==> src/rtl/led_walker_pkg.sv <==
// Shared encodings for the LED walker: mode values, one-shot FSM states and
// direction constants used by the top and its bench.
package led_walker_pkg;

    // Operating modes as presented on i_mode; 2'b11 behaves as bounce.
    localparam logic [1:0] MODE_BOUNCE  = 2'b00;
    localparam logic [1:0] MODE_WRAP    = 2'b01;
    localparam logic [1:0] MODE_ONESHOT = 2'b10;

    // Travel direction of the lit LED.
    localparam logic DIR_UP   = 1'b0;
    localparam logic DIR_DOWN = 1'b1;

    // One-shot sweep controller states.
    typedef enum logic [0:0] {
        ST_IDLE  = 1'b0,
        ST_SWEEP = 1'b1
    } os_state_e;

endpackage : led_walker_pkg

==> src/rtl/walker_strobe_gen.sv <==
// Reloading down-counter that produces the step strobe for the LED walker.
// The strobe fires on the cycle the counter sits at zero while enabled; the
// counter then reloads so consecutive strobes are STEP_CYCLES apart. A reload
// request wins over everything and parks the counter at STEP_CYCLES-1.
module walker_strobe_gen #(
    parameter int unsigned STEP_CYCLES = 12_000_000
) (
    input  logic i_clk,
    input  logic i_reset_n,
    input  logic i_en,
    input  logic i_reload,
    output logic o_stb
);

    // One spare bit so STEP_CYCLES-1 always fits, including STEP_CYCLES=1.
    localparam int unsigned CW = $clog2(STEP_CYCLES) + 1;
    localparam logic [CW-1:0] RELOAD_VAL = CW'(STEP_CYCLES - 1);

    logic [CW-1:0] cnt_q;
    logic [CW-1:0] cnt_d;
    logic          at_zero;

    assign at_zero = (cnt_q == '0);

    // Strobe is purely the enabled terminal count.
    always_comb begin
        o_stb = i_en && at_zero;
    end

    // Counter next value: reload first, then count down while enabled, else hold.
    always_comb begin
        cnt_d = cnt_q;
        if (i_reload) begin
            cnt_d = RELOAD_VAL;
        end else if (i_en) begin
            if (at_zero) begin
                cnt_d = RELOAD_VAL;
            end else begin
                cnt_d = cnt_q - CW'(1);
            end
        end
    end

    // Counter register, parked at the reload value out of reset.
    always_ff @(posedge i_clk or negedge i_reset_n) begin
        if (!i_reset_n) begin
            cnt_q <= RELOAD_VAL;
        end else begin
            cnt_q <= cnt_d;
        end
    end

    // The counter never leaves the range [0, STEP_CYCLES-1].
    a_cnt_range: assert property (@(posedge i_clk) disable iff (!i_reset_n)
        cnt_q <= RELOAD_VAL);

endmodule : walker_strobe_gen

==> src/rtl/led_walker_n.sv <==
// LED walker top: one lit LED moves across NLEDS outputs at a fixed step rate.
// Bounce, wrap (direction from i_dir) and a triggered one-shot sweep with
// busy/done reporting. Any change of i_mode resynchronises the walker to LED 0.
module led_walker_n
    import led_walker_pkg::*;
#(
    parameter int unsigned NLEDS       = 8,
    parameter int unsigned STEP_CYCLES = 12_000_000
) (
    input  logic             i_clk,
    input  logic             i_reset_n,
    input  logic             i_run,
    input  logic [1:0]       i_mode,
    input  logic             i_dir,
    input  logic             i_trigger,
    output logic [NLEDS-1:0] o_led,
    output logic             o_step,
    output logic             o_busy,
    output logic             o_done
);

    localparam int unsigned IW = $clog2(NLEDS);
    localparam logic [IW-1:0] LAST_IDX = IW'(NLEDS - 1);

    // Registered state.
    logic [IW-1:0] idx_q, idx_d;
    logic          dir_q, dir_d;
    logic          step_q, step_d;
    logic          done_q, done_d;
    logic [1:0]    mode_q;
    os_state_e     state_q, state_d;

    // Control and datapath helpers.
    logic          resync;
    logic          oneshot;
    logic          busy;
    logic          active;
    logic          reload;
    logic          stb;
    logic          fire;
    logic [IW-1:0] bounce_idx;
    logic          bounce_dir;
    logic [IW-1:0] wrap_idx;
    logic          sweep_end;

    // A mode change seen this cycle restarts the walker; it outranks a strobe.
    assign resync  = (mode_q != i_mode);
    assign oneshot = (mode_q == MODE_ONESHOT);
    assign busy    = (state_q == ST_SWEEP);

    // Divider runs when allowed to move; an idle one-shot keeps it parked full.
    assign active = i_run && (!oneshot || busy);
    assign reload = resync || (oneshot && !busy);
    assign fire   = stb && !resync;

    walker_strobe_gen #(
        .STEP_CYCLES (STEP_CYCLES)
    ) u_strobe (
        .i_clk     (i_clk),
        .i_reset_n (i_reset_n),
        .i_en      (active),
        .i_reload  (reload),
        .o_stb     (stb)
    );

    // Bounce step: turn around at either end so each endpoint shows once.
    always_comb begin
        if (dir_q == DIR_UP) begin
            bounce_idx = (idx_q == LAST_IDX) ? (idx_q - IW'(1)) : (idx_q + IW'(1));
        end else begin
            bounce_idx = (idx_q == '0) ? (idx_q + IW'(1)) : (idx_q - IW'(1));
        end
        bounce_dir = dir_q;
        if (bounce_idx == LAST_IDX) begin
            bounce_dir = DIR_DOWN;
        end else if (bounce_idx == '0) begin
            bounce_dir = DIR_UP;
        end
        // A sweep ends when travelling down and arriving back at LED 0.
        sweep_end = (dir_q == DIR_DOWN) && (bounce_idx == '0);
    end

    // Wrap step: modulo-NLEDS move in the direction sampled at the step.
    always_comb begin
        if (i_dir == DIR_UP) begin
            wrap_idx = (idx_q == LAST_IDX) ? '0 : (idx_q + IW'(1));
        end else begin
            wrap_idx = (idx_q == '0) ? LAST_IDX : (idx_q - IW'(1));
        end
    end

    // Position, direction and pulse next-state.
    always_comb begin
        idx_d  = idx_q;
        dir_d  = dir_q;
        step_d = 1'b0;
        done_d = 1'b0;
        if (resync) begin
            idx_d = '0;
            dir_d = DIR_UP;
        end else if (fire) begin
            step_d = 1'b1;
            if (mode_q == MODE_WRAP) begin
                idx_d = wrap_idx;
            end else begin
                idx_d = bounce_idx;
                dir_d = bounce_dir;
            end
            if (oneshot && sweep_end) begin
                done_d = 1'b1;
            end
        end
    end

    // Datapath registers and the mode sample used to detect mode changes.
    always_ff @(posedge i_clk or negedge i_reset_n) begin
        if (!i_reset_n) begin
            idx_q  <= '0;
            dir_q  <= DIR_UP;
            step_q <= 1'b0;
            done_q <= 1'b0;
            mode_q <= MODE_BOUNCE;
        end else begin
            idx_q  <= idx_d;
            dir_q  <= dir_d;
            step_q <= step_d;
            done_q <= done_d;
            mode_q <= i_mode;
        end
    end

    // One-shot FSM state register.
    always_ff @(posedge i_clk or negedge i_reset_n) begin
        if (!i_reset_n) begin
            state_q <= ST_IDLE;
        end else begin
            state_q <= state_d;
        end
    end

    // One-shot FSM next state: start on a running trigger, stop at sweep end.
    always_comb begin
        state_d = state_q;
        if (resync) begin
            state_d = ST_IDLE;
        end else begin
            unique case (state_q)
                ST_IDLE: begin
                    if (oneshot && i_trigger && i_run) begin
                        state_d = ST_SWEEP;
                    end
                end
                ST_SWEEP: begin
                    if (!oneshot) begin
                        state_d = ST_IDLE;
                    end else if (fire && sweep_end) begin
                        state_d = ST_IDLE;
                    end
                end
                default: state_d = ST_IDLE;
            endcase
        end
    end

    // One-shot FSM outputs.
    always_comb begin
        o_busy = busy;
        o_done = done_q;
    end

    // One-hot decode of the registered position plus the step pulse.
    always_comb begin
        o_led  = '0;
        o_step = step_q;
        for (int i = 0; i < int'(NLEDS); i++) begin
            if (idx_q == IW'(i)) begin
                o_led[i] = 1'b1;
            end
        end
    end

    a_onehot: assert property (@(posedge i_clk) disable iff (!i_reset_n)
        $onehot(o_led));
    a_idx_range: assert property (@(posedge i_clk) disable iff (!i_reset_n)
        idx_q <= LAST_IDX);
    a_done_not_busy: assert property (@(posedge i_clk) disable iff (!i_reset_n)
        o_done |-> !o_busy);

endmodule : led_walker_n

==> config.mk <==
export PLATFORM = sky130hd
export DESIGN_NAME = led_walker_n
export DESIGN_NICKNAME = d
export VERILOG_FILES = /design/src/rtl/led_walker_pkg.sv /design/src/rtl/walker_strobe_gen.sv /design/src/rtl/led_walker_n.sv
export SDC_FILE = /design/constraint.sdc
export NUM_CORES = 1
export LEC_CHECK = 0
export BUFFER_PORTS_ARGS = -buffer_cell sky130_fd_sc_hd__clkbuf_2
export CAP_MARGIN = 40
export CORE_MARGIN = 1
export CORE_UTILIZATION = 64
export DETAILED_ROUTE_END_ITERATION = 7
export GPL_TIMING_DRIVEN = 0
export PLACE_DENSITY = 0.81
export SETUP_SLACK_MARGIN = 0.2
export SLEW_MARGIN = 10
export SYNTH_ARGS = -nofsm -noshare
export SYNTH_HDL_FRONTEND = slang
export SYNTH_HIERARCHICAL = 1
export SYNTH_SLANG_ARGS = --single-unit
==> constraint.sdc <==
create_clock -name i_clk -period 4.9 [get_ports i_clk]
set_input_delay 0.735 -clock i_clk [delete_from_list [all_inputs] [get_ports i_clk]]
set_output_delay 0.735 -clock i_clk [all_outputs]
set_load 0.005 [all_outputs]
==> Word-level counts from Yosys, hierarchy flattened <==
Index checks and enable logic that the tools add are counted.
{ "totals": {"register_bits": 34, "out_inout_bits": 11} }
{ "classes": {"reduce_logical": 21, "addsub": 3, "n_bitwise": 1, "n_mux": 35, "n_eq_ne": 12} }
{ "ops": {"columns": ["op", "count"], "rows": [
  ["$mux 25", 3],
  ["$mux 3", 9],
  ["$logic_not 25->1", 1],
  ["$sub 25x1->25 const B", 1],
  ["$mux 1", 22],
  ["$eq 3x3->1 const B", 5],
  ["$logic_and 1x1->1", 9],
  ["$eq 3x2->1 const B", 2],
  ["$logic_not 3->1", 2],
  ["$reduce_bool 2->1", 2],
  ["$add 3x1->3 const B", 1],
  ["$eq 3x1->1 const B", 1],
  ["$logic_not 1->1", 3],
  ["$reduce_and 3->1", 1],
  ["$reduce_bool 3->1", 1],
  ["$sub 3x1->3 const B", 1],
  ["$eq 2x1->1 const B", 1],
  ["$eq 2x2->1 const B", 1],
  ["$logic_or 1x1->1", 2],
  ["$ne 2x2->1", 1],
  ["$ne 2x2->1 const B", 1],
  ["$pmux 1 s2", 1],
  ["$not 1->1", 1]
]} }

==> Logic depth before layout (Yosys ltp) <==
{ "depth": {"word_depth": 11, "ltp_mapped": 9, "mapped_depth_nobuf": 8} }

==> Modules after synthesis <==
Netlist, hierarchy kept.
{ "by_module_without_submodules": {"columns": ["module", "n_inst", "cells_each", "seq_area_each_um2", "area_each_um2"], "rows": [
  ["walker_strobe_gen", 1, 150, 646.9, 1425.1],
  ["led_walker_n", 1, 81, 225.2, 699.4]
]} }

==> Least setup slack after synthesis <==
No wires, ideal clock.
{ "synth_path": {"kind": "input -> register", "startpoint": "input i_run", "endpoint": "register state_q (netlist: o_busy)", "required_time_ns": 4.780, "path_buffers": 1, "setup_ns": 0.120, "t_arrival_ns": 3.190, "setup_slack_ns": 1.590, "path_stages": 8, "cell_sequence": "o21a_1 -> clkbuf_1 -> or4b_2 -> nor4_1 -> and2_1 -> nand2_1 -> or4b_1 -> a31o_1"} }
{ "synth_between": {"elab_chain_len": 8} }
{ "synth_rtl": {"columns": ["item", "line_no", "text"], "rows": [
  ["from (decl)", "led_walker_n.sv:12", "input logic i_run,"],
  ["$logic_and 1x1->1", "led_walker_n.sv:52", "assign active = i_run && (!oneshot || busy);"],
  ["$logic_and 1x1->1", "walker_strobe_gen.sv:27", "o_stb = i_en && at_zero;"],
  ["net stb", "led_walker_n.sv:39", "logic stb;"],
  ["$logic_and 1x1->1", "led_walker_n.sv:54", "assign fire = stb && !resync;"],
  ["$logic_and 1x1->1", "led_walker_n.sv:156", "end else if (fire && sweep_end) begin"],
  ["$mux 1", "led_walker_n.sv:156", null],
  ["$mux 1", "led_walker_n.sv:154", "if (!oneshot) begin"],
  ["$pmux 1 s2", "led_walker_n.sv:147", "unique case (state_q)"],
  ["$mux 1", "led_walker_n.sv:144", "if (resync) begin"],
  ["net state_d", "led_walker_n.sv:31", "os_state_e state_q, state_d;"],
  ["to (signal assigned)", "led_walker_n.sv:137", "state_q <= state_d;"],
  ["to (decl)", "led_walker_n.sv:31", null]
]} }
The timed path passes the listed nets, and every way through them passes these cells.
A chain may end at the register's enable or synchronous reset.

==> Worst setup path in the final report <==
{ "layout_path": {"startpoint": "register mode_q[0]", "endpoint": "register state_q (netlist: o_busy)"} }
{ "layout_between": {"elab_chain_len": 11} }
{ "layout_rtl": {"columns": ["item", "line_no", "text"], "rows": [
  ["from (decl)", "led_walker_n.sv:30", "logic [1:0] mode_q;"],
  ["from (signal assigned)", "led_walker_n.sv:128", "mode_q <= i_mode;"],
  ["$eq 2x2->1", "led_walker_n.sv:48", "assign oneshot = (mode_q == MODE_ONESHOT);"],
  ["$logic_not 1->1", null, null],
  ["$logic_or 1x1->1", "led_walker_n.sv:52", null],
  ["$logic_and 1x1->1", "led_walker_n.sv:52", null],
  ["net active", "led_walker_n.sv:37", "logic active;"],
  ["$logic_and 1x1->1", "walker_strobe_gen.sv:27", null],
  ["net stb", "led_walker_n.sv:39", null],
  ["$logic_and 1x1->1", "led_walker_n.sv:54", null],
  ["$logic_and 1x1->1", "led_walker_n.sv:156", null],
  ["$mux 1", "led_walker_n.sv:156", null],
  ["$mux 1", "led_walker_n.sv:154", null],
  ["$pmux 1 s2", "led_walker_n.sv:147", null],
  ["$mux 1", "led_walker_n.sv:144", null],
  ["net state_d", "led_walker_n.sv:31", null]
]} }
The timed path passes the listed nets, and every way through them passes these cells.

==> qor.csv <==
metric;value;unit
status;finished clean;
Setup Skew;0.0186;ns
GRT overflow;0;
Vias/cell;6.30;
vias in the first global route;1650;
Synth area leader;dfstp_2;
drt initial violations;125;
Period minus WS final;3.67;ns
clock-pin transition on the worst setup and hold timing paths;0.13;ns
WS Path Type;register to register;
fmax;273;MHz
Hold Buf Count CTS;0;
post-cts sizing count;0;
Avg WL per Cell;16.0;um
final setup vio count;0;
Avg Cell Area, Syn;9.20;um2
all-layer global routing usage;0.301;
largest net degree at the start of global routing;35;
CP endpoint kind;register;
RSZ-0062 raised after global routing;no;
CP arrival;3.91;ns
first-pass GRT wire length;7780;um
Rel. slew slack;0.360;
Seq/Total Area, Yosys;0.410;
FFs w/ async S/R, synth;1.00;
Final Cycle Share;0.749;
Synth Flop Type;dfstp_2;
dpl hpwl;3350;um
Post-route DRC;0;
Setup TNS;0;ns
endpoints failing hold;0;
CTS H-tree depth;2;
worst-margin pin slew;0.958;ns
Syn Nets;246;
synthesized area;2120;um2
Clock Sinks;34;
CTS max path bufs;2;
Core Region;3100;um2
Post-DRT Antenna Nets;0;
Lkg Pwr;0.000909;uW
die width;59.6;um
CTS tree;built;
clock root cell;clkbuf_4;
die footprint;3550;um2
Power Dens Cells;247;nW/um2
Site Rows;20;
final instance area;2370;um2
critical path required time;5.14;ns
Max Slew Vio Count;0;
Layout area overhead;11.6;%
final RePlAce weighted congestion;0.916;
Port Buf Inserts;17;
DP Area;2260;um2
Syn Inst Count;231;
critical path peak fanout;10;
die height;59.6;um
first-pass iteration count of the detailed router;4;
commonest non-fill, non-tap cell in the layout;nand2_1;
share of cells above drive strength 1;0.223;
most frequent cells in the layout;18 x nand2_1, 17 x dfrtp_1, 17 x clkbuf_2, 17 x dfstp_2, 16 x nor2_1;
final wirelength;4810;um
Nets;270;
synth top area cells;dfstp_2 21%, dfrtp_1 20%, ha_1 4.7%;
Hold Path Class;input port to asynchronous set/reset pin;
Clk Latency, worst-skew pair;0.34;ns
Max-Cap Viols;0;
synth warn;6;
Post-synth EDFFs;0;
postcts setup bufs;0;
TritonCTS Buffers;5;
num ports;18;
startpoint types;register;
Yosys top cell area share;0.210;
initial core utilization;0.685;
initial antenna violation count;0;
Synth Register Bits;34;
# diodes;0;
Peak VDD IR;196;uV
via count;1889;
Yosys cell types;49;
==> layout make-up <==
cell class,instances,area (um2)
flip-flops and latches,34,872
clock inverters,3,68.8
clock buffers,5,37.5
repair buffers,17,85.1
multi-input cells,181,1190
fillers,242,732
well taps,44,55.1
plain buffers,8,32.5
inverters,8,30.0
==> critical path, cell delays in order, from the launching register on <==
cell      delay [ns]
dfrtp_1         0.41
nand2b_1        0.22
o21a_1          0.13
clkbuf_1        0.34
or4b_2          0.62
nor4_1          0.53
and2_1          0.36
nand2_1         0.13
or4b_1          0.58
a31o_1          0.24
==> flip-flops by register name, summed over array words and instances (netlist names) <==
signal and cells:
dir_q 1, o_step 1, u_strobe/cnt_q 25, mode_q 2, o_done 1, o_busy 1
idx_q 3
==> Yosys cell counts (7+ instances only) <==
cell,instances
nand2_1,18
a21oi_1,10
dfrtp_1,17
dfstp_2,17
xor2_1,7
nand3_1,12
o21ai_0,7
ha_1,8
inv_1,8
o31ai_1,11
or4_1,8
nor3_1,7
nor2_1,16
==> power breakdown <==
| group | total, uW | internal (uW) | switching (uW) |
|---|---|---|---|
| clock | 264 | 160 | 105 |
| sequential | 285 | 283 | 1.66 |
| combinational | 37.0 | 10.3 | 26.7 |
| total | 586 | 453 | 133 |
==> kinds of logic (layout without fill, tap and decap cells) <==
| family | after synthesis | after routing | share of synthesized area |
|---|---|---|---|
| AOI/OAI and AO/OA | 46 | 46 | 0.151 |
| and+or+nand+nor | 116 | 116 | 0.316 |
| xor gates and xnor gates | 10 | 10 | 0.0412 |
| buffers and inverters | 16 | 41 | 0.0294 |
| adders and majority gates | 8 | 8 | 0.0471 |
| DFF | 34 | 34 | 0.410 |
| muxes | 1 | 1 | 0.00471 |
==> per-stage QoR <==
stage                     hold WS, ns  total power [uW]  setup WS (ns)   util  std cells
after floorplan                 0.439               310           1.59      -        231
after global routing            0.496               610           1.03  0.764        300
after detailed placement        0.498               325           1.05  0.730        292
final                           0.474               586           1.23  0.764        300
after global placement          0.493               324           1.15  0.730        292
after CTS                       0.478               590           1.26  0.764        300
==> final timing paths <==
check,to,cells past startpoint,slack [ns],from
setup / recovery,o_busy,9,1.23,mode_q[0]
hold / removal,u_strobe/cnt_q[10],1,0.47,i_reset_n
setup reg to reg,o_busy,9,1.23,mode_q[0]
hold reg to reg,u_strobe/cnt_q[17],2,0.51,u_strobe/cnt_q[17]
max in group asynchronous,idx_q[1],1,3.90,i_reset_n
min in group i_clk,u_strobe/cnt_q[17],2,0.51,u_strobe/cnt_q[17]
==> layer usage <==
layer,track usage,routed length [um],vias up
met3,0.0677,389,6
met5,0,0,-
met4,0.0963,55,0
met2,0.451,2190,82
li1,-,-,912
met1,0.433,2170,889
No activity file was read; power rests on OpenSTA's default activity.
